$ cat src/rtl/dxl_pkg.sv
// Shared constants, types and the CRC-16 helper for the Dynamixel 2.0 packet framer.
// The payload buffer depth follows DXL_BYTE_STUFFING_EN (9 bytes with stuffing, 7 without).
package dxl_pkg;

    localparam logic [7:0] INST_PING      = 8'h01;
    localparam logic [7:0] INST_READ      = 8'h02;
    localparam logic [7:0] INST_WRITE     = 8'h03;
    localparam logic [7:0] INST_REG_WRITE = 8'h04;
    localparam logic [7:0] INST_ACTION    = 8'h05;
    localparam logic [7:0] INST_REBOOT    = 8'h08;

    localparam logic [7:0] HDR_FF  = 8'hFF;
    localparam logic [7:0] HDR_FD  = 8'hFD;
    localparam logic [7:0] HDR_RSV = 8'h00;

    localparam logic [15:0] CRC_POLY = 16'h8005;

    localparam int PAY_MAX_RAW     = 7;
    localparam int PAY_MAX_STUFFED = 9;
`ifdef DXL_BYTE_STUFFING_EN
    localparam int PAY_MAX = PAY_MAX_STUFFED;
`else
    localparam int PAY_MAX = PAY_MAX_RAW;
`endif

    typedef logic [3:0] dxl_state_t;
    localparam dxl_state_t ST_IDLE    = 4'd0;
    localparam dxl_state_t ST_LOAD    = 4'd1;
    localparam dxl_state_t ST_HDR     = 4'd2;
    localparam dxl_state_t ST_ID      = 4'd3;
    localparam dxl_state_t ST_LEN_L   = 4'd4;
    localparam dxl_state_t ST_LEN_H   = 4'd5;
    localparam dxl_state_t ST_PAYLOAD = 4'd6;
    localparam dxl_state_t ST_CRC_L   = 4'd7;
    localparam dxl_state_t ST_CRC_H   = 4'd8;

    typedef struct packed {
        logic [7:0]  id;
        logic [7:0]  inst;
        logic [15:0] addr;
        logic [31:0] data;
        logic [2:0]  len;
    } dxl_cmd_t;

    // MSB-first CRC-16/0x8005 over one byte, no reflection
    function automatic logic [15:0] crc16_byte(input logic [15:0] crc, input logic [7:0] data);
        logic [15:0] c;
        c = crc ^ {data, 8'h00};
        for (int i = 0; i < 8; i++) begin
            if (c[15]) c = {c[14:0], 1'b0} ^ CRC_POLY;
            else       c = {c[14:0], 1'b0};
        end
        return c;
    endfunction

endpackage

$ cat src/rtl/dxl_crc16.sv
// Byte-wide CRC-16 accumulator: cleared while a packet loads, advanced on each accepted byte.
module dxl_crc16
    import dxl_pkg::*;
(
    input  logic        clock,
    input  logic        reset,
    input  logic        clear,
    input  logic        enable,
    input  logic [7:0]  data,
    output logic [15:0] crc,
    output logic [15:0] crc_next
);

    logic [15:0] crc_r;

    assign crc_next = crc16_byte(crc_r, data);
    assign crc      = crc_r;

    // Accumulator register
    always_ff @(posedge clock or negedge reset) begin
        if (!reset)      crc_r <= 16'h0000;
        else if (clear)  crc_r <= 16'h0000;
        else if (enable) crc_r <= crc_next;
        else             crc_r <= crc_r;
    end

endmodule

$ cat src/rtl/dxl_packet_framer.sv
// Frames one decoded command into a Dynamixel 2.0 instruction packet, streamed byte by byte.
// Define DXL_BYTE_STUFFING_EN to insert FD after any FF FF FD inside INST+params.
module dxl_packet_framer
    import dxl_pkg::*;
(
    input  logic        clock,
    input  logic        reset,
    input  logic        cmd_valid,
    output logic        cmd_ready,
    input  logic [7:0]  cmd_id,
    input  logic [7:0]  cmd_inst,
    input  logic [15:0] cmd_addr,
    input  logic [31:0] cmd_data,
    input  logic [2:0]  cmd_len,
    output logic [7:0]  tx_data,
    output logic        tx_valid,
    input  logic        tx_ready,
    output logic        tx_last,
    output logic        busy
);

    dxl_state_t state_r, state_nxt_s;
    logic [3:0] idx_r, idx_nxt_s;
    dxl_cmd_t   cmd_r;
    logic [7:0] pay_r [PAY_MAX];
    logic [3:0] pay_cnt_r;
    logic [7:0] len_r;
    logic [7:0] tx_data_r, data_nxt_s;
    logic       tx_valid_r, valid_nxt_s, tx_last_r, last_nxt_s;
    logic       cmd_ready_r, busy_r;
    logic       accept_s, xfer_s, crc_en_s;
    logic [15:0] crc_s, crc_nxt_s, crc_sel_s;
    logic [7:0] raw_s [PAY_MAX_RAW];
    logic [3:0] raw_cnt_s;
    logic [2:0] dlen_s;
    logic [7:0] buf_s [PAY_MAX];
    logic [3:0] buf_cnt_s;

    assign accept_s  = cmd_valid && cmd_ready_r;
    assign xfer_s    = tx_valid_r && tx_ready;
    assign crc_en_s  = xfer_s && (state_r inside {ST_HDR, ST_ID, ST_LEN_L, ST_LEN_H, ST_PAYLOAD});
    // The last param's CRC contribution lands on the same edge that loads CRC_L
    assign crc_sel_s = (state_r == ST_PAYLOAD) ? crc_nxt_s : crc_s;

    assign cmd_ready = cmd_ready_r;
    assign tx_data   = tx_data_r;
    assign tx_valid  = tx_valid_r;
    assign tx_last   = tx_last_r;
    assign busy      = busy_r;

    dxl_crc16 u_crc (
        .clock    (clock),
        .reset    (reset),
        .clear    (state_r == ST_LOAD),
        .enable   (crc_en_s),
        .data     (tx_data_r),
        .crc      (crc_s),
        .crc_next (crc_nxt_s)
    );

    // Raw INST+params from the latched command
    always_comb begin
        for (int i = 0; i < PAY_MAX_RAW; i++) raw_s[i] = 8'h00;
        dlen_s    = (cmd_r.len > 3'd4) ? 3'd4 : cmd_r.len;
        raw_s[0]  = cmd_r.inst;
        raw_cnt_s = 4'd1;
        case (cmd_r.inst)
            INST_WRITE, INST_REG_WRITE: begin
                raw_s[1]  = cmd_r.addr[7:0];
                raw_s[2]  = cmd_r.addr[15:8];
                raw_s[3]  = cmd_r.data[7:0];
                raw_s[4]  = cmd_r.data[15:8];
                raw_s[5]  = cmd_r.data[23:16];
                raw_s[6]  = cmd_r.data[31:24];
                raw_cnt_s = 4'd3 + {1'b0, dlen_s};
            end
            INST_READ: begin
                raw_s[1]  = cmd_r.addr[7:0];
                raw_s[2]  = cmd_r.addr[15:8];
                raw_s[3]  = {5'b00000, cmd_r.len};
                raw_s[4]  = 8'h00;
                raw_cnt_s = 4'd5;
            end
            default: raw_cnt_s = 4'd1;
        endcase
    end

`ifdef DXL_BYTE_STUFFING_EN
    // Copy raw bytes, inserting FD after each FF FF FD run
    always_comb begin
        for (int i = 0; i < PAY_MAX; i++) buf_s[i] = 8'h00;
        buf_cnt_s = 4'd0;
        for (int i = 0; i < PAY_MAX_RAW; i++) begin
            if (i < int'(raw_cnt_s)) begin
                buf_s[buf_cnt_s] = raw_s[i];
                buf_cnt_s = buf_cnt_s + 4'd1;
                if (buf_cnt_s >= 4'd3 && buf_s[buf_cnt_s - 4'd1] == HDR_FD &&
                    buf_s[buf_cnt_s - 4'd2] == HDR_FF && buf_s[buf_cnt_s - 4'd3] == HDR_FF) begin
                    buf_s[buf_cnt_s] = HDR_FD;
                    buf_cnt_s = buf_cnt_s + 4'd1;
                end else begin
                    buf_cnt_s = buf_cnt_s;
                end
            end else begin
                buf_cnt_s = buf_cnt_s;
            end
        end
    end
`else
    // Raw bytes go out unchanged
    always_comb begin
        for (int i = 0; i < PAY_MAX; i++) buf_s[i] = raw_s[i];
        buf_cnt_s = raw_cnt_s;
    end
`endif

    // Sequencer: next state, index and the byte to present after each edge
    always_comb begin
        state_nxt_s = state_r;
        idx_nxt_s   = idx_r;
        data_nxt_s  = tx_data_r;
        valid_nxt_s = tx_valid_r;
        last_nxt_s  = tx_last_r;
        case (state_r)
            ST_IDLE: begin
                if (accept_s) state_nxt_s = ST_LOAD;
                else          state_nxt_s = ST_IDLE;
            end
            ST_LOAD: begin
                state_nxt_s = ST_HDR;
                idx_nxt_s   = 4'd0;
                data_nxt_s  = HDR_FF;
                valid_nxt_s = 1'b1;
                last_nxt_s  = 1'b0;
            end
            ST_HDR: begin
                if (xfer_s && idx_r == 4'd3) begin
                    state_nxt_s = ST_ID;
                    idx_nxt_s   = 4'd0;
                    data_nxt_s  = cmd_r.id;
                end else if (xfer_s) begin
                    idx_nxt_s  = idx_r + 4'd1;
                    data_nxt_s = (idx_r == 4'd1) ? HDR_FD : ((idx_r == 4'd2) ? HDR_RSV : HDR_FF);
                end else begin
                    idx_nxt_s = idx_r;
                end
            end
            ST_ID: begin
                if (xfer_s) begin state_nxt_s = ST_LEN_L; data_nxt_s = len_r; end
                else        state_nxt_s = ST_ID;
            end
            ST_LEN_L: begin
                if (xfer_s) begin state_nxt_s = ST_LEN_H; data_nxt_s = 8'h00; end
                else        state_nxt_s = ST_LEN_L;
            end
            ST_LEN_H: begin
                if (xfer_s) begin
                    state_nxt_s = ST_PAYLOAD;
                    idx_nxt_s   = 4'd0;
                    data_nxt_s  = pay_r[0];
                end else begin
                    state_nxt_s = ST_LEN_H;
                end
            end
            ST_PAYLOAD: begin
                if (xfer_s && idx_r == pay_cnt_r - 4'd1) begin
                    state_nxt_s = ST_CRC_L;
                    data_nxt_s  = crc_sel_s[7:0];
                end else if (xfer_s) begin
                    idx_nxt_s  = idx_r + 4'd1;
                    data_nxt_s = pay_r[idx_r + 4'd1];
                end else begin
                    idx_nxt_s = idx_r;
                end
            end
            ST_CRC_L: begin
                if (xfer_s) begin
                    state_nxt_s = ST_CRC_H;
                    data_nxt_s  = crc_sel_s[15:8];
                    last_nxt_s  = 1'b1;
                end else begin
                    state_nxt_s = ST_CRC_L;
                end
            end
            ST_CRC_H: begin
                if (xfer_s) begin
                    state_nxt_s = ST_IDLE;
                    data_nxt_s  = 8'h00;
                    valid_nxt_s = 1'b0;
                    last_nxt_s  = 1'b0;
                end else begin
                    state_nxt_s = ST_CRC_H;
                end
            end
            default: begin
                state_nxt_s = ST_IDLE;
                data_nxt_s  = 8'h00;
                valid_nxt_s = 1'b0;
                last_nxt_s  = 1'b0;
            end
        endcase
    end

    // Control and output registers
    always_ff @(posedge clock or negedge reset) begin
        if (!reset) begin
            state_r     <= ST_IDLE;
            idx_r       <= 4'd0;
            tx_data_r   <= 8'h00;
            tx_valid_r  <= 1'b0;
            tx_last_r   <= 1'b0;
            cmd_ready_r <= 1'b0;
            busy_r      <= 1'b0;
        end else begin
            state_r     <= state_nxt_s;
            idx_r       <= idx_nxt_s;
            tx_data_r   <= data_nxt_s;
            tx_valid_r  <= valid_nxt_s;
            tx_last_r   <= last_nxt_s;
            cmd_ready_r <= (state_nxt_s == ST_IDLE);
            busy_r      <= (state_nxt_s != ST_IDLE);
        end
    end

    // Command latch on accept, payload buffer and LEN in LOAD
    always_ff @(posedge clock or negedge reset) begin
        if (!reset) begin
            cmd_r     <= '0;
            pay_cnt_r <= 4'd0;
            len_r     <= 8'h00;
            for (int i = 0; i < PAY_MAX; i++) pay_r[i] <= 8'h00;
        end else begin
            if (accept_s) cmd_r <= '{id: cmd_id, inst: cmd_inst, addr: cmd_addr, data: cmd_data, len: cmd_len};
            if (state_r == ST_LOAD) begin
                for (int i = 0; i < PAY_MAX; i++) pay_r[i] <= buf_s[i];
                pay_cnt_r <= buf_cnt_s;
                len_r     <= {4'h0, buf_cnt_s} + 8'd2;
            end
        end
    end

endmodule
$ cat config.mk
export PLATFORM = sky130hd
export DESIGN_NAME = dxl_packet_framer
export DESIGN_NICKNAME = d
export VERILOG_FILES = /design/src/rtl/dxl_pkg.sv /design/src/rtl/dxl_crc16.sv /design/src/rtl/dxl_packet_framer.sv
export SDC_FILE = /design/constraint.sdc
export NUM_CORES = 1
export LEC_CHECK = 0
export CORE_ASPECT_RATIO = 1.1
export CORE_MARGIN = 2
export CORE_UTILIZATION = 35
export CTS_CLUSTER_DIAMETER = 40
export CTS_CLUSTER_SIZE = 20
export DETAILED_ROUTE_END_ITERATION = 8
export GPL_TIMING_DRIVEN = 1
export PLACE_DENSITY_LB_ADDON = 0.12
export REMOVE_ABC_BUFFERS = 1
export SLEW_MARGIN = 0
export SYNTH_ARGS = -nofsm -noshare
export SYNTH_HDL_FRONTEND = slang
export SYNTH_SLANG_ARGS = --single-unit
$ cat constraint.sdc
create_clock -name clock -period 4.3 [get_ports clock]
set_clock_uncertainty 0.15 [all_clocks]
set_input_delay 0.86 -clock clock [delete_from_list [all_inputs] [get_ports clock]]
set_output_delay 0.86 -clock clock [all_outputs]
set_load 0.02 [all_outputs]
**Yosys cells after proc, flatten, opt, wreduce, memory -nomap -nowiden**

Cells that the tools add are included.

- Register bits after elaboration: 171
- Bits of input ports: 71
- Output and inout port bits: 12
- Logic and storage cells: 130

- $add $sub $neg: 4
- $lt $le $gt $ge: 2
- Equal/unequal tests: 23
- Mux-type cells: 47
- Bitwise operators: 13
- Reductions and logical operators: 19

Operator list:

| operator | count |
|---|---|
| 16-bit two-way mux | 12 |
| 8-bit two-way mux | 12 |
| 32-bit one-hot mux with 2 select lines | 1 |
| 8-bit one-hot mux with 8 select lines | 1 |
| 4-bit one-hot mux with 9 select lines | 1 |
| 4-bit two-way mux | 8 |
| 8-bit binary-select mux with 3-bit select | 1 |
| 3-bit NOT | 8 |
| 4-bit by 2-bit == test with 1-bit output (second input constant) | 4 |
| 4-bit by 3-bit == test with 1-bit output (second input constant) | 4 |
| 8-bit by 2-bit == test with 1-bit output (second input constant) | 2 |
| 4-bit one-hot mux with 4 select lines | 1 |
| 16-bit bitwise XOR | 1 |
| 2-bit != test (second input constant) | 5 |
| 4-bit by 1-bit == test with 1-bit output (second input constant) | 2 |
| 8-bit by 3-bit == test with 1-bit output (second input constant) | 1 |
| 4-bit zero test | 2 |
| 4-bit one-hot mux with 2 select lines | 1 |
| 4-bit nonzero test | 2 |
| 7-bit AND reduction | 1 |
| 7-bit OR reduction | 1 |
| 3-bit two-way mux | 2 |
| 3-bit by 2-bit != test with 1-bit output (second input constant) | 2 |
| 1-bit one-hot mux with 3 select lines | 2 |
| 20 further kinds | 31 |

**Longest topological paths before layout**

Gate-level depths: netlist (run 1).

- Depth in word-level cells: 20
- Mapped depth: 10
- Gate-level depth less buffers: 8

**Cells and area by module**

Synthesis (run 1) repeated with hierarchy kept, for this count alone.

- Cells, all modules: 633
- Area, all modules: 7743.7 sq um

By module, submodules not included:

| module | times used | cells each | area each (sq um) | seq. area each (sq um) |
|---|---|---|---|---|
| dxl_packet_framer | 1 | 554 | 6846.6 | 3778.6 |
| dxl_crc16 | 1 | 79 | 897.1 | 400.4 |

**Worst setup path after synthesis (run 1)**

Ideal clock, no wire load.

- Path type: register to register
- From: register idx_r[0]
- To: register tx_data_r[4] (netlist: tx_data[4])
- Library setup time: 0.121 ns
- Arrival: 2.222 ns
- Required time: 4.029 ns
- Slack: 1.807 ns
- Cell stages (with the launch flop): 11
- Buffers on the path: 2
- Clock period less this slack: 2.493 ns
- Path through: dfrtp_1 -> buf_2 -> inv_2 -> ha_1 -> buf_1 -> mux2_2 -> nand2_1 -> a31oi_1 -> mux2i_1 -> o211ai_1 -> a22o_1

- Word-level cells in the longest chain between the ends: 8
- Elaborated cells on any way between the ends: 21
- Those cells by class: add/sub: 1; eq/ne: 6; mux: 10; bitwise: 1; reduce/logical: 3

Ends and longest elaborated chain:

| what | RTL line | RTL |
|---|---|---|
| start: declaration | dxl_packet_framer.sv:23 | `logic [3:0] idx_r, idx_nxt_s;` |
| start signal: assignment | dxl_packet_framer.sv:216 | `idx_r <= idx_nxt_s;` |
| 4-bit by 1-bit adder with 4-bit output | dxl_packet_framer.sv:171 | `data_nxt_s = pay_r[idx_r + 4'd1];` |
| 4-bit NOT with 5-bit output (implied by the code) | dxl_packet_framer.sv:171 |  |
| 8-bit binary-select mux with 3-bit select | dxl_packet_framer.sv:171 |  |
| 8-bit two-way mux (implied by the code) (2 in a row) | dxl_packet_framer.sv:171 |  |
| 8-bit two-way mux | dxl_packet_framer.sv:169 | `end else if (xfer_s) begin` |
| 8-bit two-way mux | dxl_packet_framer.sv:166 | `if (xfer_s && idx_r == pay_cnt_r - 4'd1) begin` |
| 8-bit one-hot mux with 8 select lines | dxl_packet_framer.sv:124 | `case (state_r)` |
| end signal: assignment | dxl_packet_framer.sv:217 | `tx_data_r <= data_nxt_s;` |
| end: declaration | dxl_packet_framer.sv:28 | `logic [7:0] tx_data_r, data_nxt_s;` |

Several ways; a longest one is shown, not always the timed one. The select of a mux whose other input is x is not followed.
A chain may end at the register's enable or synchronous reset.

**Final worst setup path (run 1)**

- From: register idx_r[0]
- To: register tx_data_r[5] (netlist: tx_data[5])

Same word-level chain as after synthesis.

==> metrics.txt, run 1 <==
Hold/Removal Path Class=flip-flop to flip-flop; fill count=2103; Sequential cell area=approximately 4200 µm²; routed len/inst=18.1 µm; setup TNS=0 ns; Nets=871; die width=~150 µm; Yosys top cell area share=0.532; Reg clk slew, reported paths=0.07 ns; crit share post-route=0.709; Vias per Instance=5.05; PD cells=slightly above 700 nW/µm²; cells after synthesis=730; Initial Utilization=0.357; Overflow after GRT=0; number of synthesized flops with an enable pin=0; fmax=328 MHz; r2r setup slk=1.25 ns; WS Path Type=flip-flop to flip-flop; clk_lat worst skew=0.43 ns; I/O pin count=83; main area contributors after synthesis=dfrtp_1, mux2_2, nand2_1, o21ai_0, a22o_1; CTS tree=yes; footprint of the multi-input gates=3460 µm²; Worst slew margin=0.264; FF-to-FF Start=idx_r[0]$_DFFE_PN0P_; Pleak=0.00417 µW; Setup crit end kind=flip-flop; Crit Path Max Fanout=22; most frequent cells in the layout=dfrtp_1, nand2_1, clkdlybuf4s50_1, mux2_2, o21ai_0; Clk pwr share=0.238; Pins Over Slew Limit=0; DRC viols=0; Area Overhead vs Synth=22.1%; commonest non-fill, non-tap cell in the layout=dfrtp_1; Synth cell types=56; initial antenna violation count=0; worst vdd ir=0.464 mV; GRT Overall Usage=0.177; CTS root buf=clkbuf_16; Pint=4340 µW; Psw=2590 µW; status=finished, final reports clean; die height=~160 µm; R2R Path End=tx_data[5]$_DFFE_PN0P_; first-pass GRT wire length=32.8 mm; hpwl dp=13.9 mm; Final setup violation count=0; unrepaired setup endpoints after global routing=false; CTS Buffer Depth=2; core area=22000 µm²; Final Critical Period=3.05 ns; Hold Crit Start=u_crc.crc[2]$_DFFE_PN0P_; number of global-route vias before repair=5937; combinational fraction of design power=0.386; Worst Hold Endpoint=u_crc.crc[10]$_DFFE_PN0P_; sequential power share=0.376; largest net degree at the start of global routing=110; ys flop type=dfrtp_1; Max-cap violations=0; share of cells above drive strength 1=0.175; post-CTS sizing=0; Ant. Diodes=0; total wire length=~20 mm; DRT Pass-1 Iters=4; pin slew with the least headroom to its limit=1.10 ns; DIE AREA=23700 µm²; Synth area leader=dfrtp_1; Post-CTS Setup Inserts=0; mapped cell area=between 7000 and 8000 µm²; Hold Vio Cnt, Final=0; hold path depth=2; RePlAce Congestion=roughly 0.84; asr flop ratio synth=1.00; Clock Sinks=167; IO buf count=82; remaining antenna violation count=0; Cell Rows=57; drt initial violations=353; WP data arrival=approximately 3.2 ns; CP startpoint kind=flip-flop; Sw Ratio=0.374; Worst Reg-to-Reg Cells=8; register area share after synthesis=0.532; syn avg cell area=approximately 11 µm²; H-tree depth=4; cts bufs inserted=17; Core Util, Final=0.436; CTS Hold Bufs=0; number of synthesized register bits=167; critical path required time=4.45 ns; Ys Warns=0; vias=approximately 5600
==> area by class of cell <==
type,count,area share
clock buffers,17,0.0443
clock inverters,15,0.0219
inverters,10,0.00391
multi-input cells,505,0.360
flip-flops and latches,167,0.435
well taps,295,0.0385
repair buffers,93,0.0956
==> state kept, by name, summed over array words and instances, names as in the netlist, 4 cells and up <==
name,cells
cmd_r,59
idx_r,4
state_r,4
buf_s,8
pay_cnt_r,4
tx_data,8
pay_r,56
u_crc.crc,16
len_r,4
==> cells in the mapped netlist (8+ instances only) <==
master    instances
buf_1            10
nand3_1          26
a21oi_1          12
dfrtp_1         167
nor3_1           13
mux2_2           74
nor2_1           26
a22o_1           21
mux4_2            8
o21ai_0          66
buf_2             8
clkbuf_1         28
inv_1             9
nand2_1         139
xnor2_1          17
xor2_1           11
nand2b_1          9
==> worst max-delay path: stages (launching register included) <==
cell,delay [ns]
dfrtp_1,0.66
ha_1,0.36
xor2_2,0.15
buf_4,0.31
mux2_2,0.39
a21oi_1,0.24
o21ai_0,0.21
a221oi_1,0.33
o21ai_0,0.11
==> power by group through the flow <==
stage	sequential (µW)	clock [µW]	combinational, µW
4_1_cts	2610	1700	2720
3_3_place_gp	2620	0	2670
3_5_place_dp	2640	0	2710
2_1_floorplan	2510	0	1870
6_report	2600	1650	2680
5_1_grt	2680	1770	2960
==> kinds of logic after synthesis <==
| family | after synthesis | synth area share |
|---|---|---|
| AO/OA/AOI/OAI | 135 | 0.112 |
| XOR/XNOR | 31 | 0.0406 |
| adder cells (fa/ha/maj) | 6 | 0.00955 |
| buffers and inverters | 58 | 0.0299 |
| flip-flops | 167 | 0.532 |
| multiplexers | 89 | 0.138 |
| AND/OR/NAND/NOR | 244 | 0.138 |
==> metal layers <==
layer	vias to the layer above	part of all wire	global-route usage
met4	0	0.018	0.0609
met2	114	0.49	0.293
met3	17	0.035	0.0274
met1	2754	0.46	0.239
li1	2683	-	-
met5	-	0	0
==> worst max-delay path by stage <==
stage	start	end	slack, ns	cells past startpoint
final	idx_r[0]$_DFFE_PN0P_	tx_data[5]$_DFFE_PN0P_	1.25	8
after global routing	idx_r[0]$_DFFE_PN0P_	tx_data[2]$_DFFE_PN0P_	1.00	9
after CTS	idx_r[0]$_DFFE_PN0P_	tx_data[6]$_DFFE_PN0P_	1.23	7
after detailed placement	tx_ready	tx_data[1]$_DFFE_PN0P_	0.87	7
after global placement	tx_ready	tx_data[1]$_DFFE_PN0P_	0.95	7
after floorplan	state_r[3]$_DFF_PN0_	pay_r[32]$_DFFE_PN0P_	0.24	4
==> metrics by stage <==
step | instances | instance area, µm² | hold slack [ns] | power, µW | setup slack (ns)
finish | 1102 | 9600 | 0.321 | 6930 | 1.25
global placement | 1070 | 8960 | 0.299 | 5300 | 0.954
detailed placement | 1070 | 8960 | 0.308 | 5350 | 0.866
floorplan | 682 | 7660 | 0.288 | 4380 | 0.244
CTS | 1102 | 9600 | 0.321 | 7030 | 1.23
global route | 1102 | 9600 | 0.346 | 7400 | 1.00
(Power assumes the default switching activity.)
==> run 2: changes to the inputs <==
==> constraint.sdc (replaced) <==
create_clock -name clock -period 2.7 [get_ports clock]
set_clock_uncertainty 0.15 [all_clocks]
set_input_delay 0.54 -clock clock [delete_from_list [all_inputs] [get_ports clock]]
set_output_delay 0.54 -clock clock [all_outputs]
set_load 0.02 [all_outputs]
==> metrics.txt, run 2 (same netlist as run 1, synthesis figures left out) <==
WP data arrival=approximately 2.7 ns; Cell Rows=between 50 and 60; Final Critical Period=2.56 ns; GRT Overall Usage=0.181; most used cell, CP=o21ai_0; Worst Reg-to-Reg Cells=8; hpwl dp=between 15 and 20 mm; pin slew with the least headroom to its limit=0.627 ns; share of cells above drive strength 1=0.206; Core Util, Final=0.447; Clock Sinks=167; unrepaired setup endpoints after global routing=false; total wire length=20.3 mm; CP startpoint kind=flip-flop; Final setup violation count=0; final instance area=9840 µm²; DIE AREA=23700 µm²; Pleak=0.00431 µW; IO buf count=just over 80; WS Path Type=flip-flop to flip-flop; Worst path depth=8; core area=22000 µm²; Largest register FFs=59; Max-cap violations=0; cts bufs inserted=17; hold_ws=about 0.33 ns; Initial Utilization=0.357; CTS tree=yes; H-tree depth=4; Setup crit end kind=flip-flop; PD cells=approximately 1100 nW/µm²; Vias per Instance=5.01; DRC viols=0; Reg clk slew, reported paths=0.07 ns; RePlAce Congestion=0.859; first-pass GRT wire length=33.3 mm; CP max stage cell=dfrtp_1; CP bufs+invs=1; crit-path leading delay family=compound AO/OA/AOI/OAI gates; most frequent cells in the layout=dfrtp_1, nand2_1, clkdlybuf4s50_1, mux2_2, o21ai_0; Ant. Diodes=0; Cells after DPL=1102; routed len/inst=17.9 µm; critical path, cell by cell=ha_1 > xor2_2 > buf_12 > mux2_2 > a21oi_1 > o21ai_0 > a221oi_1 > o21ai_0; vias=5686; Reg with most FFs=cmd_r; number of global-route vias before repair=6028; fmax=just under 400 MHz; die height=around 160 µm; critical path required time=~2.9 ns; Pins Over Slew Limit=0; Overflow after GRT=0; CTS Buffer Depth=2; initial antenna violation count=0; dpl cell area=a little over 9000 µm²; Power Total=11200 µW; Hold/Removal Path Class=flip-flop to flip-flop; status=finished, final reports clean; clk_lat worst skew=0.44 ns; drt initial violations=~280; remaining antenna violation count=0; Worst slew margin=0.582; Post-CTS Setup Inserts=0; Area Overhead vs Synth=25.3%; Nets=904; worst vdd ir=0.774 mV; crit share post-route=0.947; Crit Path Max Fanout=22; Hold Vio Cnt, Final=0; CTS root buf=clkbuf_16; Layout Cells excl Fill=1135; I/O pin count=a little over 80; hold path depth=2; commonest non-fill, non-tap cell in the layout=dfrtp_1; DRT Pass-1 Iters=5; die width=147 µm; CP peak stage delay=0.42 ns; largest net degree at the start of global routing=65
run 2: cell types whose count changed in the layout (fill, tap and decap cells not counted):
cell / previous run / this run
clkinv_4: 1 / 3
clkinv_2: 2 / 0
buf_4: 10 / 39
clkinvlp_4: 0 / 2
inv_8: 3 / 5
dlygate4sd3_1: 0 / 1
inv_6: 4 / 1
o21ai_0: 66 / 65
clkbuf_8: 0 / 1
bufinv_16: 3 / 0
clkinv_8: 2 / 3
buf_12: 1 / 4
o21ai_1: 0 / 1
run 2: final timing paths:
kind                                  startpoint                      to  slack, ns
setup reg to reg            idx_r[0]$_DFFE_PN0P_  tx_data[7]$_DFFE_PN0P_       0.14
hold / removal             pay_r[29]$_DFFE_PN0P_   pay_r[29]$_DFFE_PN0P_       0.33
hold reg to reg            pay_r[29]$_DFFE_PN0P_   pay_r[29]$_DFFE_PN0P_       0.33
setup / recovery            idx_r[0]$_DFFE_PN0P_  tx_data[7]$_DFFE_PN0P_       0.14
max in group asynchronous                  reset   pay_r[12]$_DFFE_PN0P_       1.13
min in group asynchronous                  reset    state_r[0]$_DFF_PN0_       0.52
run 2: stage by stage:
| stage | setup slack, ns | TNS (ns) |
|---|---|---|
| 6_report | 0.143 | 0 |
| 5_1_grt | 0.0357 | 0 |
| 4_1_cts | 0.130 | 0 |
| 3_5_place_dp | 0.0633 | 0 |
| 3_3_place_gp | 0.0567 | 0 |
| 2_1_floorplan | -1.36 | -68.52 |
run 2: power by group:
part,switching [µW],total (µW),internal (µW)
Combinational,2370,4630,2270
Clock,1160,2430,1260
Sequential,723,4100,3380
run 2: timing repair:
action | CTS | global route
gates resized for setup | 0 | 1
hold buffers | 1 | 0
endpoints found under the setup margin | 0 | 1
hold endpoints to repair | 47 | 0
run 2: final cells by class:
cell class / instances / area [µm²]
Fill cell: 2066 / 12200
Tap cell: 295 / 369
Clock inverter: 14 / 155
Timing Repair Buffer: 126 / 1200
Sequential cell: 167 / 4180
Clock buffer: 18 / 439
Multi-Input combinational cell: 505 / 3460
Inverter: 10 / 37.5
run 2: worst reg2reg max path, stage by stage (launching register included):
cell and delay [ns]:
dfrtp_1 0.42, ha_1 0.26, xor2_2 0.19, buf_12 0.20
mux2_2 0.35, a21oi_1 0.21, o21ai_0 0.21, a221oi_1 0.34
o21ai_0 0.12
run 2: metal layers:
| layer | global-route usage | up-vias | wire length, µm |
|---|---|---|---|
| met3 | 0.0328 | 22 | 636 |
| met5 | 0 | - | 0 |
| met2 | 0.308 | 106 | 10200 |
| met4 | 0.0459 | 0 | 318 |
| li1 | - | 2740 | - |
| met1 | 0.239 | 2818 | 9230 |
